$ cat src/rtl/pipe_pkg.sv
`default_nettype none
// ============================================================================
// Module   : pipe_pkg
// Purpose  : Shared constants for the front-end pipeline registers of the
//            5-stage RV32I core (fetch PC, IF/ID, ID/EX).
// Contents : NOP_INSTR       - canonical NOP (addi x0,x0,0) used for bubbles
//            CTRL_W_DEFAULT  - default width of the decoded-control bundle
//            CTRL_REGWRITE   - bit index of RegWrite inside the bundle
//            CTRL_RESULTSRC  - bit index of the load result-select bit
// Revision : 1.0 - initial release
// ============================================================================
package pipe_pkg;

  localparam logic [31:0] NOP_INSTR      = 32'h0000_0013;
  localparam int          CTRL_W_DEFAULT = 8;
  localparam int          CTRL_REGWRITE  = 0;
  localparam int          CTRL_RESULTSRC = 1;

endpackage : pipe_pkg
`default_nettype wire

$ cat src/rtl/pipe_en_clr_reg.sv
`default_nettype none
// ============================================================================
// Module   : pipe_en_clr_reg
// Purpose  : Generic pipeline register with synchronous reset, synchronous
//            clear and load enable. Priority: rst > clr > en > hold.
//            Reset and clear both load CLR_VAL, so a flushed stage looks
//            exactly like a freshly reset one.
// Ports    : clk  - clock, rising edge
//            rst  - synchronous active-high reset
//            clr  - synchronous clear (flush), beats en
//            en   - load d when set, otherwise hold
//            d    - next value
//            q    - registered value
// Revision : 1.0 - initial release
// ============================================================================
module pipe_en_clr_reg #(
  parameter int           W       = 32,
  parameter logic [W-1:0] CLR_VAL = '0
) (
  input  logic         clk,
  input  logic         rst,
  input  logic         clr,
  input  logic         en,
  input  logic [W-1:0] d,
  output logic [W-1:0] q
);

  logic [W-1:0] val_q;
  logic [W-1:0] val_d;

  always_comb begin
    val_d = val_q;
    if (clr) begin
      val_d = CLR_VAL;
    end else if (en) begin
      val_d = d;
    end
  end

  always_ff @(posedge clk) begin
    if (rst) begin
      val_q <= CLR_VAL;
    end else begin
      val_q <= val_d;
    end
  end

  assign q = val_q;

endmodule : pipe_en_clr_reg
`default_nettype wire

$ cat src/rtl/pipe_front_regs.sv
`default_nettype none
// ============================================================================
// Module   : pipe_front_regs
// Purpose  : Fetch PC register plus IF/ID and ID/EX pipeline registers.
//            Applies the hazard unit's stall/flush/redirect controls and
//            keeps saturating stall, bubble and redirect counters.
// Ports    : clk, rst                  - clock, sync active-high reset
//            StallF, StallD            - hold PC / hold IF/ID
//            FlushD, FlushE            - clear IF/ID / clear ID/EX
//            PCSrcE, PCTargetE         - taken branch/jump and its target
//            InstrF                    - instruction fetched at PCF
//            CtrlD, Rs1D, Rs2D, RdD    - decoded control and register indices
//            RD1D, RD2D, ImmExtD       - register reads and immediate
//            PCF, PCPlus4F             - fetch PC and PC+4
//            InstrD, PCD, PCPlus4D     - IF/ID contents, ValidD
//            CtrlE .. PCPlus4E, ValidE - ID/EX contents, ResultSrcE
//            StallCnt, BubbleCnt, RedirCnt - saturating performance counters
// Revision : 1.0 - initial release
// ============================================================================
module pipe_front_regs
  import pipe_pkg::*;
#(
  parameter int              XLEN     = 32,
  parameter logic [XLEN-1:0] RESET_PC = '0,
  parameter int              CTRL_W   = CTRL_W_DEFAULT,
  parameter int              CNT_W    = 32
) (
  input  logic              clk,
  input  logic              rst,
  input  logic              StallF,
  input  logic              StallD,
  input  logic              FlushD,
  input  logic              FlushE,
  input  logic              PCSrcE,
  input  logic [XLEN-1:0]   PCTargetE,
  input  logic [31:0]       InstrF,
  input  logic [CTRL_W-1:0] CtrlD,
  input  logic [4:0]        Rs1D,
  input  logic [4:0]        Rs2D,
  input  logic [4:0]        RdD,
  input  logic [XLEN-1:0]   RD1D,
  input  logic [XLEN-1:0]   RD2D,
  input  logic [XLEN-1:0]   ImmExtD,
  output logic [XLEN-1:0]   PCF,
  output logic [XLEN-1:0]   PCPlus4F,
  output logic [31:0]       InstrD,
  output logic [XLEN-1:0]   PCD,
  output logic [XLEN-1:0]   PCPlus4D,
  output logic              ValidD,
  output logic              ValidE,
  output logic [CTRL_W-1:0] CtrlE,
  output logic              ResultSrcE,
  output logic [4:0]        Rs1E,
  output logic [4:0]        Rs2E,
  output logic [4:0]        RdE,
  output logic [XLEN-1:0]   RD1E,
  output logic [XLEN-1:0]   RD2E,
  output logic [XLEN-1:0]   ImmExtE,
  output logic [XLEN-1:0]   PCE,
  output logic [XLEN-1:0]   PCPlus4E,
  output logic [CNT_W-1:0]  StallCnt,
  output logic [CNT_W-1:0]  BubbleCnt,
  output logic [CNT_W-1:0]  RedirCnt
);

  localparam int IFID_W = 32 + 2 * XLEN + 1;
  localparam int IDEX_W = CTRL_W + 15 + 5 * XLEN + 1;

  // A flushed IF/ID carries a NOP with zero PCs and the valid bit cleared.
  localparam logic [IFID_W-1:0] IFID_CLR = {NOP_INSTR, {(2 * XLEN + 1){1'b0}}};

  localparam logic [CNT_W-1:0] CNT_MAX = '1;
  localparam logic [CNT_W-1:0] CNT_ONE = {{(CNT_W - 1){1'b0}}, 1'b1};

  // --------------------------------------------------------------------------
  // PC register: a redirect must load even while fetch is stalled, otherwise
  // the taken branch would be lost.
  // --------------------------------------------------------------------------
  logic            pc_en;
  logic [XLEN-1:0] pc_next;

  assign PCPlus4F = PCF + XLEN'(4);
  assign pc_en    = PCSrcE | ~StallF;
  assign pc_next  = PCSrcE ? PCTargetE : PCPlus4F;

  pipe_en_clr_reg #(
    .W       (XLEN),
    .CLR_VAL (RESET_PC)
  ) u_pc_reg (
    .clk (clk),
    .rst (rst),
    .clr (1'b0),
    .en  (pc_en),
    .d   (pc_next),
    .q   (PCF)
  );

  // --------------------------------------------------------------------------
  // IF/ID register
  // --------------------------------------------------------------------------
  logic [IFID_W-1:0] ifid_d;
  logic [IFID_W-1:0] ifid_q;

  assign ifid_d = {InstrF, PCF, PCPlus4F, 1'b1};

  pipe_en_clr_reg #(
    .W       (IFID_W),
    .CLR_VAL (IFID_CLR)
  ) u_ifid_reg (
    .clk (clk),
    .rst (rst),
    .clr (FlushD),
    .en  (~StallD),
    .d   (ifid_d),
    .q   (ifid_q)
  );

  assign {InstrD, PCD, PCPlus4D, ValidD} = ifid_q;

  // --------------------------------------------------------------------------
  // ID/EX register. A bubble zeroes the register indices and the control
  // bundle, so it can neither forward nor trigger a load-use stall.
  // --------------------------------------------------------------------------
  logic [IDEX_W-1:0] idex_d;
  logic [IDEX_W-1:0] idex_q;

  assign idex_d = {CtrlD, Rs1D, Rs2D, RdD, RD1D, RD2D, ImmExtD, PCD, PCPlus4D, ValidD};

  pipe_en_clr_reg #(
    .W       (IDEX_W),
    .CLR_VAL ('0)
  ) u_idex_reg (
    .clk (clk),
    .rst (rst),
    .clr (FlushE),
    .en  (1'b1),
    .d   (idex_d),
    .q   (idex_q)
  );

  assign {CtrlE, Rs1E, Rs2E, RdE, RD1E, RD2E, ImmExtE, PCE, PCPlus4E, ValidE} = idex_q;
  assign ResultSrcE = CtrlE[CTRL_RESULTSRC];

  // --------------------------------------------------------------------------
  // Saturating performance counters. FlushE during a redirect is branch
  // squashing, not a load-use bubble, so it is excluded from BubbleCnt.
  // --------------------------------------------------------------------------
  logic [CNT_W-1:0] stall_cnt_q,  stall_cnt_d;
  logic [CNT_W-1:0] bubble_cnt_q, bubble_cnt_d;
  logic [CNT_W-1:0] redir_cnt_q,  redir_cnt_d;

  always_comb begin
    stall_cnt_d  = stall_cnt_q;
    bubble_cnt_d = bubble_cnt_q;
    redir_cnt_d  = redir_cnt_q;
    if (StallD && (stall_cnt_q != CNT_MAX)) begin
      stall_cnt_d = stall_cnt_q + CNT_ONE;
    end
    if (FlushE && !PCSrcE && (bubble_cnt_q != CNT_MAX)) begin
      bubble_cnt_d = bubble_cnt_q + CNT_ONE;
    end
    if (PCSrcE && (redir_cnt_q != CNT_MAX)) begin
      redir_cnt_d = redir_cnt_q + CNT_ONE;
    end
  end

  always_ff @(posedge clk) begin
    if (rst) begin
      stall_cnt_q  <= '0;
      bubble_cnt_q <= '0;
      redir_cnt_q  <= '0;
    end else begin
      stall_cnt_q  <= stall_cnt_d;
      bubble_cnt_q <= bubble_cnt_d;
      redir_cnt_q  <= redir_cnt_d;
    end
  end

  assign StallCnt  = stall_cnt_q;
  assign BubbleCnt = bubble_cnt_q;
  assign RedirCnt  = redir_cnt_q;

endmodule : pipe_front_regs
`default_nettype wire
$ cat config.mk
export PLATFORM = sky130hd
export DESIGN_NAME = pipe_front_regs
export DESIGN_NICKNAME = d
export VERILOG_FILES = /design/src/rtl/pipe_pkg.sv /design/src/rtl/pipe_en_clr_reg.sv /design/src/rtl/pipe_front_regs.sv
export SDC_FILE = /design/constraint.sdc
export NUM_CORES = 1
export LEC_CHECK = 0
export ABC_AREA = 0
export CORE_AREA = 2 2 244 246
export DETAILED_ROUTE_END_ITERATION = 6
export DIE_AREA = 0 0 246 248
export DONT_BUFFER_PORTS = 1
export MAX_ROUTING_LAYER = met4
export PLACE_DENSITY = 0.37
export SLEW_MARGIN = 20
export SYNTH_ARGS = -nofsm -noshare
export SYNTH_HDL_FRONTEND = slang
export SYNTH_SLANG_ARGS = --single-unit
$ cat constraint.sdc
create_clock -name clk -period 4.8 [get_ports clk]
set_clock_uncertainty 0.1 [all_clocks]
set_input_delay 0.96 -clock clk [delete_from_list [all_inputs] [get_ports clk]]
set_output_delay 0.96 -clock clk [all_outputs]
set_load 0.01 [all_outputs]
==> results of run 1 <==
-- cells in the mapped netlist, types with 11 or more instances --
| cell type | count | share of area |
|---|---|---|
| dfxtp_1 | 405 | 0.53 |
| and2_1 | 176 | 0.072 |
| nor2_1 | 160 | 0.039 |
| a21oi_1 | 92 | 0.030 |
| clkbuf_1 | 92 | 0.023 |
| nand2_1 | 90 | 0.022 |
| mux2i_1 | 69 | 0.045 |
| o21ai_0 | 48 | 0.016 |
| nand3_1 | 45 | 0.015 |
| or3_1 | 44 | 0.018 |
| xnor2_1 | 43 | 0.025 |
| nand4_1 | 38 | 0.016 |
| nor3_1 | 36 | 0.012 |
| nor4_1 | 33 | 0.014 |
| xor2_1 | 31 | 0.018 |
| inv_1 | 23 | 0.0057 |
| a211oi_1 | 22 | 0.011 |
| or4_1 | 21 | 0.010 |
| o31ai_1 | 20 | 0.0098 |
| nor2b_1 | 14 | 0.0057 |
| and3_1 | 13 | 0.0053 |
| mux2_2 | 12 | 0.0089 |
| and4_1 | 11 | 0.0063 |
| o21a_1 | 11 | 0.0054 |
-- layout make-up --
| type | instances | area (um^2) |
|---|---|---|
| well taps | 773 | 967 |
| fillers | 6104 | 40800 |
| clock inverters | 22 | 334 |
| flip-flops and latches | 405 | 8110 |
| repair buffers | 16 | 120 |
| clock buffers | 67 | 1360 |
| diodes | 5 | 12.5 |
| multi-input cells | 1081 | 6640 |
| inverters | 24 | 90.1 |
-- cell usage in the layout, fill, tap and decap left out, types with 16 or more instances in the layout --
cell and n:
a211oi_1 22, a21oi_1 92, and2_1 176, buf_4 16, clkbuf_16 48, dfxtp_1 405
inv_1 22, mux2i_1 69, nand2_1 90, nand3_1 45, nand4_1 38, nor2_1 159
nor3_1 36, nor4_1 33, o21ai_0 48, o31ai_1 20, or3_1 44, or4_1 21
xnor2_1 43, xor2_1 31
-- power by group --
part	total (mW)	switching (mW)	internal, mW
registers	3.60	0.149	3.45
clock network	3.89	1.52	2.37
logic	0.249	0.147	0.102
-- through the flow --
step / worst slack (ns) / total power [mW]
4_1_cts: 0.214 / 7.90
2_1_floorplan: 1.84 / 3.85
3_5_place_dp: 0.874 / 3.93
3_3_place_gp: 0.910 / 3.93
5_1_grt: 0.179 / 8.06
6_report: 0.341 / 7.74
-- flip-flops by register name, summed over array words and instances, names as in the netlist --
name	count
u_idex_reg.q	182
RedirCnt	32
u_pc_reg.q	32
u_ifid_reg.q	95
StallCnt	32
BubbleCnt	32
-- worst max path at each step --
stage | start | end | slack, ns
after floorplan | u_pc_reg.q[2] | PCPlus4F[24] | 1.84
after global placement | u_pc_reg.q[3] | PCPlus4F[24] | 0.91
after detailed placement | u_pc_reg.q[3] | PCPlus4F[24] | 0.87
after CTS | u_pc_reg.q[3] | PCPlus4F[24] | 0.21
after global routing | u_pc_reg.q[3] | PCPlus4F[24] | 0.18
final | u_pc_reg.q[3] | PCPlus4F[24] | 0.34
-- layer usage --
metal / track usage / share of wire / vias to the layer above
met4: 0.0553 / 0.025 / 0
met3: 0.0659 / 0.095 / 69
li1: - / - / 5513
met1: 0.195 / 0.39 / 5441
met2: 0.285 / 0.49 / 423
met5: - / 0 / -
-- worst max-delay path, stage by stage, from the launching register on --
cell	delay, ns
dfxtp_1	0.54
ha_1	0.32
nand3_1	0.31
nor4_1	0.81
nand4_1	0.21
xnor2_1	0.63
-- kinds of logic after synthesis --
family,count (synthesis),synth area share
xor gates and xnor gates,74,0.0425
and+or+nand+nor,704,0.248
DFF,405,0.531
AOI/OAI and AO/OA,218,0.0865
buffers and inverters,132,0.0349
adders and majority gates,4,0.00328
muxes,81,0.0541
==> flow_metrics.env, run 1 <==
export IMPL_outcome="finished clean"
export IMPL_postCtsHoldBufs=0
export IMPL_htreeDepth=2
export IMPL_syn_avg_cell_area_um2=9.44
export IMPL_grt_remaining_overflow=0
export IMPL_gp_congestion=0.769
export IMPL_r2r_start="u_pc_reg.q[3]"
export IMPL_setup_violations=0
export IMPL_antenna_found_initial=5
export IMPL_drv_slew=0
export IMPL_detail_route_wl_per_cell_um=23.1
export IMPL_clockRootBuffer="clkbuf_16"
export IMPL_cts_sinks=405
export IMPL_grt_pass1_vias=10900
export IMPL_reg2reg_setup_slack_ns=1.64
export IMPL_drtAntennaViolNets=0
export IMPL_worst_ep_required_time_ns=3.74
export IMPL_clk_pin_slew_ns=0.06
export IMPL_fin_crit_ns=4.46
export IMPL_syn_to_final_growth_pct=15.5
export IMPL_min_period_over_period=0.929
export IMPL_cp_end_kind="primary output"
export IMPL_synth_edff_count=0
export IMPL_tns_ns=0
export IMPL_holdPathEnd="u_idex_reg.q[17]"
export IMPL_firstDrtPassIters=5
export IMPL_synth_seq_area_share=0.531
export IMPL_cts_tree="yes"
export IMPL_numCtsBuffers=48
export IMPL_placementRows=89
export IMPL_crit_path_max_fanout=9
export IMPL_placed_cells=2299
export IMPL_utilization=0.302
export IMPL_post_cts_buffers=0
export IMPL_r2r_cells=6
export IMPL_p_leak_nw=6.29
export IMPL_critPathArrivalTime_ns=3.40
export IMPL_holdWs_ns=0.356
export IMPL_fin_cells=2393
export IMPL_synth_nets=1812
export IMPL_io_pins=632
export IMPL_syn_inst=1618
export IMPL_vias_per_cell=4.78
export IMPL_drive_above_1_share=0.0817
export IMPL_grtUsageTotal=0.174
export IMPL_die_w_um=246
export IMPL_fmax_mhz=224
export IMPL_nets=1770
export IMPL_rsz0062_at_grt="no"
export IMPL_yosysWarnings=0
export IMPL_grt_max_degree=157
export IMPL_grt_first_pass_wirelength_um=76600
export IMPL_hold_class="in2reg"
export IMPL_ctsResizeCount=0
export IMPL_relSlewSlack=0.340
export IMPL_drtIter0Drc=597
export IMPL_clock_latency_ns=0.59
export IMPL_finalWirelength_um=55400
export IMPL_drv_cap=0
export IMPL_tightest_slew_ns=0.990
export IMPL_fp_dieH_um=248
export IMPL_dpl_cell_area_um2=15900
export IMPL_yosysUniqueCellTypes=54
export IMPL_netlist_area_um2=15300
export IMPL_worstSetupStartpointType="flip-flop"
export IMPL_synth_main_ff_cell="dfxtp_1"
export IMPL_rr_endpoint="u_ifid_reg.q[25]"
export IMPL_hold_violations=0
export IMPL_vias=11400
export IMPL_ys_ff_latch=405
export IMPL_peakVddDrop_uv=267
export IMPL_dieArea_um2=61000
export IMPL_min_from="FlushE"
export IMPL_drc=0
export IMPL_final_cell_area_um2=17600
export IMPL_min_path_cells=1
export IMPL_dp_hpwl_um=40300
export IMPL_initial_core_util=0.261
export IMPL_cts_buffer_depth=3
export IMPL_p_per_area_nw_per_um2=439
export IMPL_core_area_um2=58500
export IMPL_ys_async_sr_fraction=0
export IMPL_io_buffers=0
export IMPL_critPathKind="reg2out"
(Power assumes the default switching activity.)
==> inputs of run 2 (changes only) <==
CORE_AREA = 3 3 245 247   (was 2 2 244 246)
DIE_AREA = 0 0 248 250   (was 0 0 246 248)
==> flow_metrics.env, run 2 (synthesized netlist as in run 1, its figures left out) <==
export IMPL_antenna_found_initial=13
export IMPL_final_common_cell="dfxtp_1"
export IMPL_io_buffers=0
export IMPL_path_cells="ha_1, nand3_1, nor4_1, nand4_1, xnor2_1"
export IMPL_critPathKind="reg2out"
export IMPL_drtIter0Drc=665
export IMPL_cts_tree="yes"
export IMPL_dieArea_um2=62000
export IMPL_cpLargestDelayFamily="simple AND/OR/NAND/NOR gates"
export IMPL_tns_ns=0
export IMPL_finalWorstSetupSlack_ns=0.357
export IMPL_placed_cells=2283
export IMPL_postCtsHoldBufs=0
export IMPL_relSlewSlack=0.344
export IMPL_cts_sinks=405
export IMPL_crit_slowest_cell="nor4_1"
export IMPL_cp_end_kind="primary output"
export IMPL_finalWirelength_um=55100
export IMPL_initial_core_util=0.264
export IMPL_die_w_um=248
export IMPL_peakVddDrop_uv=272
export IMPL_grt_remaining_overflow=0
export IMPL_setup_violations=0
export IMPL_worst_path_buf_inv=0
export IMPL_drtAntennaViolNets=0
export IMPL_layout_common_cells="dfxtp_1, and2_1, nor2_1"
export IMPL_placementRows=88
export IMPL_grt_first_pass_wirelength_um=78000
export IMPL_p_per_area_nw_per_um2=421
export IMPL_drc=0
export IMPL_crit_path_max_fanout=9
export IMPL_numCtsBuffers=47
export IMPL_drv_slew=0
export IMPL_firstDrtPassIters=4
export IMPL_drv_cap=0
export IMPL_syn_to_final_growth_pct=13.9
export IMPL_p_leak_nw=6.16
export IMPL_post_cts_buffers=0
export IMPL_hold_violations=0
export IMPL_drive_above_1_share=0.0707
export IMPL_grt_pass1_vias=11100
export IMPL_grtUsageTotal=0.172
export IMPL_clockRootBuffer="clkbuf_16"
export IMPL_htreeDepth=2
export IMPL_pre_cts_ws_ns=0.912
export IMPL_cts_buffer_depth=3
export IMPL_cp_slowest_stage_delay_ns=0.86
export IMPL_io_pins=632
export IMPL_nets=1761
export IMPL_fillers=6090
export IMPL_reg2reg_setup_slack_ns=1.67
export IMPL_outcome="finished clean"
export IMPL_vias_per_cell=4.85
export IMPL_critPathArrivalTime_ns=3.38
export IMPL_ctsResizeCount=0
export IMPL_fin_cells=2379
export IMPL_fin_crit_ns=4.44
export IMPL_dp_hpwl_um=40700
export IMPL_worstSetupStartpointType="flip-flop"
export IMPL_gp_congestion=0.798
export IMPL_grt_max_degree=157
export IMPL_rsz0062_at_grt="no"
export IMPL_hold_class="in2reg"
export IMPL_clock_latency_ns=0.59
export IMPL_min_period_over_period=0.926
export IMPL_detail_route_wl_per_cell_um=23.2
export IMPL_core_area_um2=57800
export IMPL_vias=11500
export IMPL_fmax_mhz=225
export IMPL_fp_dieH_um=250
export IMPL_worst_ep_required_time_ns=3.74
export IMPL_tightest_slew_ns=0.984
export IMPL_largest_reg_flops=182
export IMPL_clk_pin_slew_ns=0.06
[run 2: cell count changes in the layout (fill, tap and decap cells not counted), sizes merged]
cell      delta
buf          -8
bufinv       -4
clkbuf       -3
clkinv       +4
clkinvlp     -3
diode       +10
inv          -2
[run 2: path summary, 6_finish.rpt]
check / start / end / cells after the start
worst max-delay path: u_pc_reg.q[2] / PCPlus4F[24] / 5
worst min register to register: u_ifid_reg.q[0] / u_idex_reg.q[0] / 2
worst max register to register: u_pc_reg.q[2] / u_ifid_reg.q[25] / 6
worst min-delay path: FlushE / u_idex_reg.q[0] / 1
[run 2: report_power, final]
part           switching, mW  internal (mW)  leakage [nW]  total [mW]
clock network           1.45           2.03         0.724        3.48
registers              0.152           3.45          3.30        3.61
logic                  0.141         0.0995          2.14       0.240
total                   1.74           5.59          6.16        7.33
[run 2: layout make-up]
| cell class | instances | area (um^2) | area share |
|---|---|---|---|
| multi-input combinational | 1081 | 6640 | 0.382 |
| clock buffer | 64 | 1280 | 0.0736 |
| antenna | 15 | 37.5 | 0.00216 |
| inverter | 24 | 90.1 | 0.00518 |
| timing repair buffer | 8 | 72.6 | 0.00417 |
| tap | 765 | 957 | 0.0550 |
| clock inverter | 17 | 209 | 0.0120 |
| sequential | 405 | 8110 | 0.466 |
[run 2: per-stage QoR]
| step | instance area, um^2 | hold WS [ns] | util | power, mW |
|---|---|---|---|---|
| after detailed placement | 15900 | 0.399 | 0.274 | 3.93 |
| after floorplan | 15300 | 0.380 | - | 3.85 |
| final | 17400 | 0.361 | 0.301 | 7.33 |
| after global placement | 15900 | 0.395 | 0.274 | 3.93 |
| after CTS | 17400 | 0.311 | 0.300 | 7.46 |
| after global routing | 17400 | 0.325 | 0.301 | 7.63 |
[run 2: metal layers]
metal  global-route usage  part of all wire  wire length [um]  vias to the layer above
met5                    -                 0                 0                        -
met4               0.0417             0.016               886                        0
met3               0.0744              0.11              6260                       54
met2                0.285              0.49             26800                      455
met1                0.190              0.38             21100                     5524
li1                     -                 -                 -                     5516
[run 2: worst reg2reg max path, cell delays in order (launching register included)]
cell and delay, ns:
dfxtp_1 0.57, ha_1 0.29, nand3_1 0.32, nor4_1 0.86
nand4_1 0.28, xnor2_1 0.47, o21a_1 0.17
==> inputs of run 3 (changes only) <==
CTS_BUF_LIST = sky130_fd_sc_hd__clkbuf_2   (was default)
MAX_ROUTING_LAYER = default   (was met4)
==> flow_metrics.env, run 3 (synthesized netlist as in run 1, its figures left out) <==
export IMPL_drive_above_1_share=0.113
export IMPL_fmax_mhz=224
export IMPL_initial_core_util=0.264
export IMPL_drtIter0Drc=635
export IMPL_dpl_cell_area_um2=15900
export IMPL_tightest_slew_ns=0.981
export IMPL_nets=2044
export IMPL_worst_ep_required_time_ns=3.74
export IMPL_placementRows=88
export IMPL_io_pins=632
export IMPL_numCtsBuffers=108
export IMPL_htreeDepth=3
export IMPL_vias=12800
export IMPL_critPathArrivalTime_ns=3.41
export IMPL_dp_hpwl_um=40700
export IMPL_grt_first_pass_wirelength_um=83200
export IMPL_detail_route_wl_per_cell_um=21.4
export IMPL_grtUsageTotal=0.177
export IMPL_final_common_cell="dfxtp_1"
export IMPL_cts_sinks=405
export IMPL_drtAntennaViolNets=0
export IMPL_firstDrtPassIters=5
export IMPL_dieArea_um2=62000
export IMPL_cp_slowest_stage_delay_ns=0.59
export IMPL_grt_remaining_overflow=0
export IMPL_internal_power_mw=4.66
export IMPL_p_leak_nw=7.17
export IMPL_syn_to_final_growth_pct=25.6
export IMPL_drc=0
export IMPL_io_buffers=0
export IMPL_rsz0062_at_grt="no"
export IMPL_die_w_um=248
export IMPL_fin_crit_ns=4.47
export IMPL_post_cts_buffers=0
export IMPL_core_area_um2=57800
export IMPL_drv_cap=0
export IMPL_cts_buffer_depth=3
export IMPL_vias_per_cell=4.75
export IMPL_largest_reg_flops=182
export IMPL_tns_ns=0
export IMPL_relSlewSlack=0.346
export IMPL_outcome="finished clean"
export IMPL_worstSetupStartpointType="flip-flop"
export IMPL_final_cell_area_um2=19200
export IMPL_clock_latency_ns=1.14
export IMPL_drv_slew=0
export IMPL_hold_class="in2reg"
export IMPL_p_per_area_nw_per_um2=341
export IMPL_cp_end_kind="primary output"
export IMPL_setup_violations=0
export IMPL_crit_slowest_cell="xor2_1"
export IMPL_clockRootBuffer="clkbuf_2"
export IMPL_critPathKind="reg2out"
export IMPL_combPwrFrac=0.069
export IMPL_power_switching_mw=1.89
export IMPL_gp_congestion=0.787
export IMPL_pwr_share_seq=0.551
export IMPL_min_period_over_period=0.931
export IMPL_grt_max_degree=155
export IMPL_finalWirelength_um=57700
export IMPL_clkPwrFrac=0.381
export IMPL_pre_cts_ws_ns=0.912
export IMPL_grt_pass1_vias=12700
export IMPL_clk_pin_slew_ns=0.10
export IMPL_fp_dieH_um=250
export IMPL_finalWorstSetupSlack_ns=0.331
export IMPL_antenna_found_initial=13
export IMPL_crit_path_max_fanout=8
export IMPL_cts_tree="yes"
export IMPL_fin_cells=2695
export IMPL_hold_violations=0
export IMPL_peakVddDrop_uv=175
export IMPL_layout_common_cells="dfxtp_1, dlygate4sd3_1, and2_1"
export IMPL_placed_cells=2283
export IMPL_path_cells="ha_1, and3_1, nand3_1, nor3_1, xor2_1"
export IMPL_swShare=0.288
[run 3: stage by stage]
stage	util	total power, mW	hold WS, ns
3_3_place_gp	0.274	3.93	0.395
6_report	0.332	6.54	0.205
5_1_grt	0.331	6.92	0.112
3_5_place_dp	0.274	3.93	0.399
4_1_cts	0.331	6.70	0.0203
2_1_floorplan	-	3.85	0.380
[run 3: what timing repair did]
action	in CTS	in global routing
setup endpoints to repair	3	6
hold endpoints to repair	362	0
pin swaps	0	1
resized for setup	4	4
hold buffers	221	0
[run 3: area by class of cell]
type,count,area [um^2]
Sequential cell,405,8110
Timing Repair Buffer,230,2340
Tap cell,765,957
Clock inverter,31,213
Inverter,24,90.1
Clock buffer,152,761
Multi-Input combinational cell,1081,6680
Fill cell,6071,38600
Antenna cell,7,17.5
[run 3: metal layers]
layer  track usage  up-vias  part of all wire
met2         0.300      514              0.49
met5             0        -            0.0011
met1         0.193     6070              0.38
met3        0.0819       97              0.11
met4        0.0629       10             0.022
li1              -     6113                 -
[run 3: path summary, 6_finish.rpt]
path	start	to	slack [ns]	cells after the start
worst max-delay path	u_pc_reg.q[3]	PCPlus4F[22]	0.33	5
worst min-delay path	StallD	u_ifid_reg.q[0]	0.21	2
worst max register to register	u_pc_reg.q[3]	u_pc_reg.q[18]	1.67	6
worst min register to register	u_ifid_reg.q[0]	u_idex_reg.q[0]	0.42	2
[run 3: worst max-delay path, delay by kind of cell, from the launching register on]
family | cells | cell delay (ns)
XOR/XNOR | 1 | 0.59
adder cells (fa/ha/maj) | 1 | 0.29
flip-flops | 1 | 0.55
AND/OR/NAND/NOR | 3 | 0.83
[run 3: power by group through the flow]
stage	combinational, mW	sequential [mW]	clock (mW)
global placement	0.241	3.69	0
finish	0.451	3.60	2.49
floorplan	0.232	3.62	0
detailed placement	0.244	3.68	0
CTS	0.454	3.61	2.64
global route	0.495	3.62	2.81
